**src/rtl/add_arbiter_pkg.sv**
```systemverilog
// Shared types and constants for the two-requester add arbiter.
package add_arbiter_pkg;

  localparam int unsigned WIDTH_DEF = 8;
  localparam int unsigned CNT_W     = 8;

  typedef enum logic {
    ST_EMPTY = 1'b0,
    ST_FULL  = 1'b1
  } state_e;

  typedef logic req_id_t;

  // Round-robin pick: a lone requester wins, a tie goes to the one not granted last.
  function automatic req_id_t rr_pick(input logic v0, input logic v1, input req_id_t last);
    req_id_t win;
    if (v0 && v1) begin
      win = ~last;
    end else if (v1) begin
      win = 1'b1;
    end else begin
      win = 1'b0;
    end
    return win;
  endfunction

endpackage

```
**src/rtl/add_arbiter_core.sv**
```systemverilog
// Shared combinational WIDTH-bit adder with carry-out.
module add_core #(
  parameter int unsigned WIDTH = 8
) (
  input  logic [WIDTH-1:0] a_i,
  input  logic [WIDTH-1:0] b_i,
  output logic [WIDTH-1:0] sum_o,
  output logic             carry_o
);

  // Widen both operands by one bit so the carry falls out of the top.
  assign {carry_o, sum_o} = (WIDTH+1)'(a_i) + (WIDTH+1)'(b_i);

endmodule

```
**src/rtl/add_arbiter.sv**
```systemverilog
// Two-requester round-robin arbiter in front of one shared adder, with a
// single-entry result register. Optional handshake counter enabled by the
// macro ADD_ARBITER_TXN_CNT_EN.
module add_arbiter
  import add_arbiter_pkg::*;
#(
  parameter int unsigned WIDTH = WIDTH_DEF
) (
  input  logic             clk,
  input  logic             rst_n,
  input  logic             ena,
  input  logic             req0_valid,
  input  logic [WIDTH-1:0] req0_a,
  input  logic [WIDTH-1:0] req0_b,
  output logic             req0_ready,
  input  logic             req1_valid,
  input  logic [WIDTH-1:0] req1_a,
  input  logic [WIDTH-1:0] req1_b,
  output logic             req1_ready,
  output logic             res_valid,
  output logic [WIDTH:0]   res_sum,
  output logic             res_id,
  input  logic             res_ready,
  output logic [CNT_W-1:0] txn_count
);

  state_e           state_q, state_d;
  req_id_t          last_q, last_d;
  logic [WIDTH:0]   sum_q, sum_d;
  req_id_t          id_q, id_d;

  req_id_t          winner_c;
  logic             slot_free_c;
  logic             grant_en_c;
  logic             grant_c;
  logic             drain_c;
  logic [WIDTH-1:0] op_a_c, op_b_c;
  logic [WIDTH-1:0] add_sum_c;
  logic             add_carry_c;

  // Arbitration: readys are gated by reset so nothing is accepted while held.
  assign winner_c    = rr_pick(req0_valid, req1_valid, last_q);
  assign slot_free_c = (state_q == ST_EMPTY) || res_ready;
  assign grant_en_c  = rst_n && ena && slot_free_c;
  assign grant_c     = grant_en_c && (req0_valid || req1_valid);
  assign drain_c     = (state_q == ST_FULL) && res_ready;
  assign req0_ready  = grant_en_c && req0_valid && (winner_c == 1'b0);
  assign req1_ready  = grant_en_c && req1_valid && (winner_c == 1'b1);

  // Operand steering into the single adder.
  assign op_a_c = winner_c ? req1_a : req0_a;
  assign op_b_c = winner_c ? req1_b : req0_b;

  add_core #(
    .WIDTH (WIDTH)
  ) u_add_core (
    .a_i     (op_a_c),
    .b_i     (op_b_c),
    .sum_o   (add_sum_c),
    .carry_o (add_carry_c)
  );

  // Next-state: a grant (re)fills the slot, a drain without grant empties it.
  always_comb begin
    state_d = state_q;
    last_d  = last_q;
    sum_d   = sum_q;
    id_d    = id_q;
    if (grant_c) begin
      state_d = ST_FULL;
      sum_d   = {add_carry_c, add_sum_c};
      id_d    = winner_c;
      last_d  = winner_c;
    end else if (drain_c) begin
      state_d = ST_EMPTY;
    end
  end

  // State register; last_q resets to 1 so requester 0 wins the first tie.
  always_ff @(posedge clk) begin
    if (!rst_n) begin
      state_q <= ST_EMPTY;
      last_q  <= 1'b1;
      sum_q   <= '0;
      id_q    <= 1'b0;
    end else begin
      state_q <= state_d;
      last_q  <= last_d;
      sum_q   <= sum_d;
      id_q    <= id_d;
    end
  end

  assign res_valid = (state_q == ST_FULL);
  assign res_sum   = sum_q;
  assign res_id    = id_q;

`ifdef ADD_ARBITER_TXN_CNT_EN
  logic [CNT_W-1:0] cnt_q, cnt_d;

  // Count every result handshake, wrapping modulo 256.
  always_comb begin
    cnt_d = cnt_q;
    if (drain_c) begin
      cnt_d = cnt_q + CNT_W'(1);
    end
  end

  // Counter register.
  always_ff @(posedge clk) begin
    if (!rst_n) begin
      cnt_q <= '0;
    end else begin
      cnt_q <= cnt_d;
    end
  end

  assign txn_count = cnt_q;
`else
  assign txn_count = '0;
`endif

endmodule

```
**config.mk**
```make
export PLATFORM = sky130hd
export DESIGN_NAME = add_arbiter
export DESIGN_NICKNAME = d
export VERILOG_FILES = /design/src/rtl/add_arbiter_pkg.sv /design/src/rtl/add_arbiter_core.sv /design/src/rtl/add_arbiter.sv
export SDC_FILE = /design/constraint.sdc
export NUM_CORES = 1
export LEC_CHECK = 0
export CELL_PAD_IN_SITES_DETAIL_PLACEMENT = 1
export CELL_PAD_IN_SITES_GLOBAL_PLACEMENT = 1
export CORE_ASPECT_RATIO = 1.4
export CORE_MARGIN = 2
export CORE_UTILIZATION = 40
export CTS_CLUSTER_SIZE = 12
export DETAILED_ROUTE_END_ITERATION = 10
export DONT_BUFFER_PORTS = 1
export PLACE_DENSITY = 0.81
export SLEW_MARGIN = 20
export SYNTH_ARGS = -nofsm -noshare
export SYNTH_HDL_FRONTEND = slang
export SYNTH_SLANG_ARGS = --single-unit
```
**constraint.sdc**
```tcl
create_clock -name clk -period 3 [get_ports clk]
set_input_delay 0.3 -clock clk [delete_from_list [all_inputs] [get_ports clk]]
set_output_delay 0.3 -clock clk [all_outputs]
set_load 0.01 [all_outputs]
```
; After elaboration in Yosys (flattened, before gate mapping)
; Cells that the tools add are included.
[word_totals]
ff_bits = 12
in_bits = 38
out_inout_bits = 21
word_cells = 26
[classes]
add_sub_neg = 1
n_mux = 6
bitwise_logic = 3
n_reduce_logical = 12
[op_table]
columns = operator, n
row1 = $mux W8, 2
row2 = $add A8 B8 Y9, 1
row3 = $logic_and A1 B1 Y1, 9
row4 = $mux W1, 4
row5 = $not A1 Y1, 3
row6 = $logic_or A1 B1 Y1, 2
row7 = $reduce_bool A2 Y1, 1

; Longest topological paths before layout
; Gate-level depths: netlist of the first run.
[logic_depth]
ltp_word = 5
mapped_depth = 9
depth_no_buf = 8

; Cells and area by module
; A second synthesis of the first run with hierarchy kept.
[unflattened]
hier_cells = 126
area_unflattened_um2 = 1167.4
[modules_own_cells]
columns = module, instances, cells_per_inst, area_each_um2, seq_area_each_um2
row1 = add_arbiter, 1, 84, 843.3, 240.2
row2 = add_core, 1, 42, 324.1, 0.0

; Worst setup path after synthesis of the first run
; No wires, ideal clock.
[synth_path]
path_type = input port to flip-flop
startpoint = input req1_valid
endpoint = register sum_q[6], in the netlist res_sum[6]
setup_ns = 0.087
arrival_time_ns = 2.661
required_time_ns = 2.913
path_slack_ns = 0.252
path_stages = 9
path_buffers = 1
path_cell_list = a21boi_2 -> buf_2 -> mux2_2 -> ha_1 -> fa_1 -> a211oi_1 -> o21ai_0 -> and3_1 -> o31ai_1
[synth_via]
elab_chain_cells = 4
elab_cells_between_ends = 8
cone_classes = add/sub (1) / mux (4) / reduce/logical (3)
[synth_lines]
columns = item, line
row1 = start: declaration, add_arbiter.sv:16  ; input logic req1_valid,
row2 = $mux W1 / $logic_and A1 B1 Y1 (equally long branches), "add_arbiter_pkg.sv:19, add_arbiter_pkg.sv:17"
row3 = $mux W1, add_arbiter_pkg.sv:17  ; if (v0 && v1) begin
row4 = $mux W8 (on tied branches), "add_arbiter.sv:51, add_arbiter.sv:52"
row5 = $add A8 B8 Y9, add_arbiter_core.sv:12  ; assign {carry_o, sum_o} = (WIDTH+1)'(a_i) + (WIDTH+1)'(b_i);
row6 = end signal: assignment, add_arbiter.sv:89  ; sum_q <= sum_d;
row7 = end: declaration, add_arbiter.sv:29  ; logic [WIDTH:0] sum_q, sum_d;
; Several ways; a longest one is shown, not always the timed one.
; A chain may end at the register's enable or synchronous reset.

; Worst setup path in the final report of the first run
[layout_path]
startpoint = register last_q
endpoint = register sum_q[6], in the netlist res_sum[6]
[layout_via]
elab_chain_cells = 4
elab_cells_between_ends = 5
cone_classes = add/sub (1) / mux (3) / bitwise (1)
[layout_lines]
columns = item, line
row1 = start: declaration, add_arbiter.sv:28  ; req_id_t last_q, last_d;
row2 = start signal: assignment, add_arbiter.sv:88  ; last_q <= last_d;
row3 = $not A1 Y1 *, add_arbiter_pkg.sv:18  ; win = ~last;
row4 = $mux W1 *, add_arbiter_pkg.sv:17
row5 = $mux W8 (on tied branches), "add_arbiter.sv:51, add_arbiter.sv:52"
row6 = $add A8 B8 Y9 *, add_arbiter_core.sv:12
; Every way passes the cells marked *; elsewhere a longest branch is shown, timed or not.

==> results of run 1 <==
## final timing paths
path / from / end / depth (start not counted)
worst min register to register: res_id / res_id / 2
worst max-delay path: last_q / res_sum[6] / 8
worst max register to register: last_q / res_sum[6] / 8
worst min-delay path: rst_n / last_q / 1
## layer usage
metal	vias up	GRT usage (%)	wire [µm]	share of wire [%]
met5	-	0	0	0
met4	0	7.29	25	1.0
met3	4	3.90	108	4.4
met2	27	32.9	1370	55
met1	419	20.4	979	39
li1	424	-	-	-
## cells by family (layout without fill, tap and decap cells)
kind of cell / count (synthesis) / in the layout / synth area share (%)
other: 1 / 8 / 0.359
buffers and inverters: 14 / 8 / 8.85
AND/OR/NAND/NOR: 34 / 34 / 17.0
multiplexers: 17 / 17 / 18.2
flip-flops: 12 / 12 / 23.0
XOR/XNOR: 1 / 1 / 0.837
AO/OA/AOI/OAI: 30 / 30 / 20.3
adder cells (fa/ha/maj): 9 / 9 / 11.5
## flip-flops by register name, indices dropped and copies added (netlist names)
signal / count
last_q: 1
res_id: 1
res_valid: 1
res_sum: 9
## cell usage after synthesis (2+ instances only)
| cell type | n |
|---|---|
| a211oi_1 | 3 |
| ha_1 | 8 |
| a21o_1 | 3 |
| o211ai_1 | 3 |
| a211o_1 | 4 |
| a21oi_1 | 7 |
| nand2_1 | 12 |
| nor2_1 | 7 |
| mux2_2 | 16 |
| buf_2 | 2 |
| dfxtp_1 | 12 |
| o21ai_0 | 2 |
| nand3b_1 | 2 |
| inv_1 | 3 |
| buf_4 | 8 |
| a31oi_1 | 2 |
| nand3_1 | 4 |
## stage by stage
step | util [%] | setup WS, ps | hold WS, ps
CTS | 43.8 | 367 | 107
detailed placement | 42.9 | 366 | 387
global placement | 42.9 | 529 | 378
floorplan | - | 252 | 459
global route | 43.8 | 220 | 85.3
finish | 43.8 | 412 | 102
## report_power, final
part / internal [mW] / total (mW) / switching [mW] / leakage (nW)
clock network: 0.0466 / 0.105 / 0.0579 / 0.0138
logic: 0.0767 / 0.167 / 0.0899 / 0.330
registers: 0.173 / 0.188 / 0.0150 / 0.0983
total: 0.297 / 0.459 / 0.163 / 0.443
## final cells by class
class / instances / area (µm²)
flip-flops and latches: 12 / 240
multi-input cells: 99 / 739
inverters: 3 / 11.3
clock buffers: 3 / 22.5
well taps: 34 / 42.5
repair buffers: 2 / 15.0
fillers: 299 / 1370
==> results.yml, run 1 <==
outcome:
  status: "completed"
cts:
  cts_tree: "yes"
  clk_path_buf_depth: 2
  clk_pin_slew_ps: 80
  cts_root_buffer: "clkbuf_4"
  cts_setup_buffers: 0
  clock_sinks: 12
  cts_buffers: 3
  htree_num_levels: 1
  clock_latency_ps: 280
  cts_hold_buf: 0
  cts.repair.resized: 0
placed_design:
  dp_cells: 150
  place_area_um2: 1050
  dp_hpwl_um: 2070
  port_buffers: 0
  gp_congestion: 0.767
worst_setup_path:
  critical_path.slowest_cell: "fa_1"
  arrival_ps: 2780
  start_kind: "flip-flop"
  critPathMaxStageDelay_ps: 480
  rrSetupSlack_ps: 410
  cp.buffers_inverters: 1
  critPathTopFamily: "compound AO/OA/AOI/OAI gates"
  crit_chain: "a21boi_2 > buf_4 > mux2_2 > fa_1 > a211oi_1 > o21ai_0 > and3_1 > o31ai_1"
  path_max_fanout: 5
  critPathKind: "reg -> reg"
  cp_data_required_time_ps: 3200
  crit_path_end_kind: "flip-flop"
yosys:
  ys.warnings.count: 0
  synth_seq_cells: 12
  synthArstFlopShare_pct: 0
  synth_edf_count: 0
  avgSynthCellArea_um2: 8.86
  yosysTopAreaCell: "dfxtp_1"
  synthCells: 118
  syn_area_um2: 1050
  yosysUniqueCellTypes: 37
  seq_area_frac_synth_pct: 23.0
  yosysTopAreaCellShare_pct: 23.0
  synth_area_leaders: "dfxtp_1 (23%), mux2_2 (17%), ha_1 (9.6%)"
  synth-main-ff-cell: "dfxtp_1"
sta:
  hold_viol_final: 0
  finalSetupViolCount: 0
  tightest_slew_ps: 614
  fmax_ghz: 0.386
  min_period_ps: 2590
  fin_setup_tns_ps: 0
  relSlewSlack_pct: 58.8
  min_period_over_period_pct: 86.3
  drv_slew: 0
  clock_skew_ps: 9.78
  rsz0062_at_grt: "no"
hold_path:
  hp-class: "in -> reg"
final_layout:
  instances_no_fill: 153
  fin_nets: 168
  final_layout_size_suffix_gt1_share_pct: 21.8
  final_cell_mix: "mux2_2 (16), nand2_1 (12), dfxtp_1 (12), ha_1 (8), conb_1 (8)"
  final_common_cell: "mux2_2"
  fin_area_um2: 1070
  antenna-diode-count: 0
  area_growth_pct: 2.39
power:
  p_leak_nw: 0.443
  power_mw: 0.460
  irDropWorstVdd_uv: 148
  power_density_nw_per_um2: 429
global_routing:
  grt_max_degree: 15
  grt_pass1_wl_um: 4170
  grt_pass1_vias: 947
  gr-total-overflow: 0
  grt.total_usage_pct: 18.7
  antenna_found_initial: 0
flow_run:
  max-cap-violations: 0
detailed_routing:
  wire_per_inst_um: 16.2
  wl_um: 2480
  drc: 0
  route.vias.total: 874
  ant_nets: 0
  dr.pass1.iters: 4
  drt_first_iter_violations: 22
  viasPerCell: 5.71
floorplanning:
  start_util_pct: 42.8
  die_y_um: 64.5
  die-area_um2: 3050
  core_um2: 2440
  num_rows: 21
  io_pins: 59
  die_w_um: 47.2
No activity file was read; power rests on OpenSTA's default activity.
==> run 2: changes to the inputs <==
Settings changed: CELL_PAD_IN_SITES_DETAIL_PLACEMENT 1 to not set, CELL_PAD_IN_SITES_GLOBAL_PLACEMENT 1 to not set, PLACE_DENSITY 0.81 to 0.63.
Clock period 3 ns to 2.4 ns, I/O delays scaled along.
==> results.yml, run 2 (same netlist as run 1, synthesis figures left out) <==
outcome:
  status: "completed"
sta:
  drv_slew: 0
  fmax_ghz: 0.434
  relSlewSlack_pct: 57.8
  setup_ws_ps: 93.8
  tightest_slew_ps: 629
  finalSetupViolCount: 0
  hold-worst-slack_ps: 43.1
  clock_skew_ps: 0.682
  min_period_over_period_pct: 96.1
  min_period_ps: 2310
  hold_viol_final: 0
final_layout:
  utilization_pct: 48.0
  instances_no_fill: 158
  antenna-diode-count: 0
  fin_nets: 173
  area_growth_pct: 12.1
  final_layout_size_suffix_gt1_share_pct: 30.6
  final_common_cell: "mux2_2"
  largest_reg_flops: 9
  final_cell_mix: "mux2_2 (14), nand2_1 (12), dfxtp_1 (11), conb_1 (8), nor2_1 (7)"
floorplanning:
  start_util_pct: 42.8
  core_um2: 2440
  io_pins: 59
  die_y_um: 64.5
  die-area_um2: 3050
  die_w_um: 47.2
  num_rows: 21
global_routing:
  grt_pass1_wl_um: 3300
  antenna_found_initial: 0
  grt_max_degree: 15
  grt_pass1_vias: 819
  gr-total-overflow: 0
  grt.total_usage_pct: 14.5
detailed_routing:
  wire_per_inst_um: 14.8
  viasPerCell: 5.65
  drt_first_iter_violations: 24
  route.vias.total: 893
  ant_nets: 0
  drc: 0
  dr.pass1.iters: 6
  wl_um: 2340
cts:
  clock_sinks: 12
  cts_root_buffer: "clkbuf_4"
  clk_pin_slew_ps: 80
  cts_tree: "yes"
  clock_latency_ps: 260
  htree_num_levels: 1
  cts_buffers: 3
  clk_path_buf_depth: 2
hold_path:
  hp-start: "rst_n"
  hp-class: "in -> reg"
worst_setup_path:
  critPathKind: "reg -> reg"
  start_kind: "flip-flop"
  path_max_fanout: 5
  cp_data_required_time_ps: 2580
  crit_path_end_kind: "flip-flop"
  arrival_ps: 2490
  r2r-start: "last_q"
  crit_start: "last_q"
power:
  power_density_nw_per_um2: 512
  irDropWorstVdd_uv: 287
  p_leak_nw: 0.484
placed_design:
  dp_cells: 151
  dp_hpwl_um: 1840
  port_buffers: 0
  gp_congestion: 0.861
  place_ws_ps: 30.2
flow_run:
  max-cap-violations: 0
[run 2: metal layers]
metal / routed length (µm) / part of all wire [%] / GRT usage, % / up-vias
met5: 0 / 0 / 0 / -
met1: 965 / 41 / 16.6 / 421
li1: - / - / - / 435
met4: 13 / 0.56 / 4.17 / 0
met2: 1240 / 53 / 25.3 / 35
met3: 123 / 5.3 / 3.62 / 2
[run 2: final timing paths]
kind	slack (ps)	to	cells after the start
setup / recovery	90	res_sum[6]	8
hold reg to reg	490	last_q	2
hold / removal	40	last_q	1
setup reg to reg	90	res_sum[6]	8
[run 2: worst max-delay path, stage by stage, from the launching register on]
cell	delay [ps]
dfxtp_2	340
a21boi_4	220
buf_6	150
mux2_2	360
fa_2	420
a211oi_2	280
o21ai_2	100
and3_1	170
o31ai_1	180
[run 2: power breakdown]
group | switching, mW | leakage, nW | internal (mW)
registers | 0.0193 | 0.0979 | 0.217
clock network | 0.0654 | 0.0138 | 0.0579
logic | 0.121 | 0.372 | 0.119
[run 2: area by class of cell]
cell class                      instances  area, µm²
Clock buffer                            3       22.5
Fill cell                             246       1270
Inverter                                3       11.3
Multi-Input combinational cell         99        795
Sequential cell                        12        241
Tap cell                               34       42.5
Timing Repair Buffer                    7       60.1
[run 2: per-stage QoR]
| stage | instance area, µm² | power, mW | setup TNS, ps |
|---|---|---|---|
| after floorplan | 1110 | 0.430 | 0 |
| after global placement | 1090 | 0.452 | 0 |
| after detailed placement | 1090 | 0.456 | 0 |
| after CTS | 1110 | 0.580 | 0 |
| after global routing | 1170 | 0.639 | -0.253 |
| final | 1170 | 0.600 | 0 |
[run 2: repair_timing]
item | CTS | global route
hold buffers | 0 | 0
gates resized for setup | 0 | 9
endpoints found under the setup margin | 0 | 4
setup buffers | 0 | 4
==> run 3: changes to the inputs <==
Settings changed: CAP_MARGIN set to 15, PLACE_DENSITY 0.63 to not set.
==> results.yml, run 3 (same netlist as run 1, synthesis figures left out) <==
power:
  p_leak_nw: 0.500
  p_seq_share_pct: 35.4
  combPwrFrac_pct: 39.1
  p_switching_mw: 0.227
  clock_power_share_pct: 25.5
  power_mw: 0.668
  p_int_mw: 0.441
  power_density_nw_per_um2: 549
  swShare_pct: 34.0
  irDropWorstVdd_uv: 316
worst_setup_path:
  cp_data_required_time_ps: 2610
  path_max_fanout: 6
  worstRegToRegCells: 9
  r2r-start: "last_q"
  worstSetupEndpoint: "res_sum[4]"
  rrSetupSlack_ps: 60
  crit_path_end_kind: "flip-flop"
  arrival_ps: 2550
  crit_start: "last_q"
  timing.rr.end: "res_sum[4]"
  critPathKind: "reg -> reg"
  start_kind: "flip-flop"
placed_design:
  gp_congestion: 0.815
  port_buffers: 0
  dp_hpwl_um: 1820
  dp_cells: 151
  place_area_um2: 1090
flow_run:
  max-cap-violations: 0
floorplanning:
  core_um2: 2440
  die_w_um: 47.2
  io_pins: 59
  num_rows: 21
  die-area_um2: 3050
  die_y_um: 64.5
  start_util_pct: 42.8
final_layout:
  instances_no_fill: 159
  multi_input_area_um2: 826
  antenna-diode-count: 0
  ff_latch_area_um2: 241
  final_layout_size_suffix_gt1_share_pct: 34.4
  final_cell_mix: "mux2_2 (12), nand2_1 (12), dfxtp_1 (11), conb_1 (8), nor2_1 (7)"
  fillers: 233
  fin_nets: 173
  area_growth_pct: 16.4
  largest_reg_flops: 9
  fin_area_um2: 1220
  utilization_pct: 49.8
cts:
  cts_hold_buf: 0
  htree_num_levels: 1
  clock_sinks: 12
  cts_tree: "yes"
  clock_latency_ps: 280
  clk_path_buf_depth: 2
  cts_root_buffer: "clkbuf_4"
  clk_pin_slew_ps: 90
  cts_buffers: 3
sta:
  finalSetupViolCount: 0
  relSlewSlack_pct: 57.4
  fmax_ghz: 0.427
  hold_viol_final: 0
  min_period_ps: 2340
  min_period_over_period_pct: 97.5
  rsz0062_at_grt: "yes"
  hold-worst-slack_ps: 27.7
  drv_slew: 0
  clock_skew_ps: 2.58
  tightest_slew_ps: 636
global_routing:
  antenna_found_initial: 0
  grt_pass1_vias: 848
  grt_pass1_wl_um: 3500
  grt.total_usage_pct: 15.9
  grt_max_degree: 15
  gr-total-overflow: 0
detailed_routing:
  wire_per_inst_um: 15.7
  drt_first_iter_violations: 19
  viasPerCell: 5.85
  ant_nets: 0
  route.vias.total: 930
  drc: 0
  wl_um: 2490
  dr.pass1.iters: 4
hold_path:
  hp-class: "in -> reg"
outcome:
  status: "completed"
[run 3: critical path, stage by stage, from the launching register on]
cell and delay (ps):
dfxtp_2 340, a21boi_4 240, buf_6 170, mux2_4 330
fa_2 440, a211oi_4 270, buf_4 150, buf_4 90
o211ai_1 90, a21oi_1 150
[run 3: repair_timing]
item / 4_1_cts / 5_1_grt
buffers inserted: 1 / 3
pin swaps: 2 / 6
gates resized for setup: 1 / 14
setup endpoints to repair: 1 / 4
[run 3: power groups by stage]
stage,logic [mW],registers (mW),clock network [mW]
after floorplan,0.193,0.238,0
after global placement,0.213,0.241,0
after detailed placement,0.214,0.241,0
after CTS,0.221,0.237,0.178
after global routing,0.284,0.240,0.187
final,0.261,0.236,0.170
[run 3: routing by layer]
metal	global-route usage, %	share of wire (%)	vias up
met4	10.8	3.2	0
met2	25.7	53	46
met3	5.29	8.3	8
met1	16.4	36	439
li1	-	-	437
met5	0	0	-
[run 3: per-stage QoR]
stage	worst slack [ps]	setup TNS (ps)
after floorplan	39.9	0
after global placement	76.9	0
after detailed placement	30.7	0
after CTS	1.87	0
after global routing	-22.0	-45.9
final	59.3	0
[run 3: cell type report]
cell class / instances / share of cell area, %
clock buffers: 4 / 2.98
inverters: 3 / 0.925
multi-input cells: 99 / 67.8
flip-flops and latches: 12 / 19.8
well taps: 34 / 3.49
repair buffers: 7 / 4.93
[run 3: worst min-delay path by stage]
stage / from / end / slack, ps / cells past startpoint
3_5_place_dp: rst_n / last_q / 320 / 1
2_1_floorplan: rst_n / last_q / 440 / 2
4_1_cts: rst_n / last_q / 10 / 1
3_3_place_gp: rst_n / last_q / 310 / 1
5_1_grt: rst_n / last_q / 10 / 1
6_report: rst_n / last_q / 30 / 1
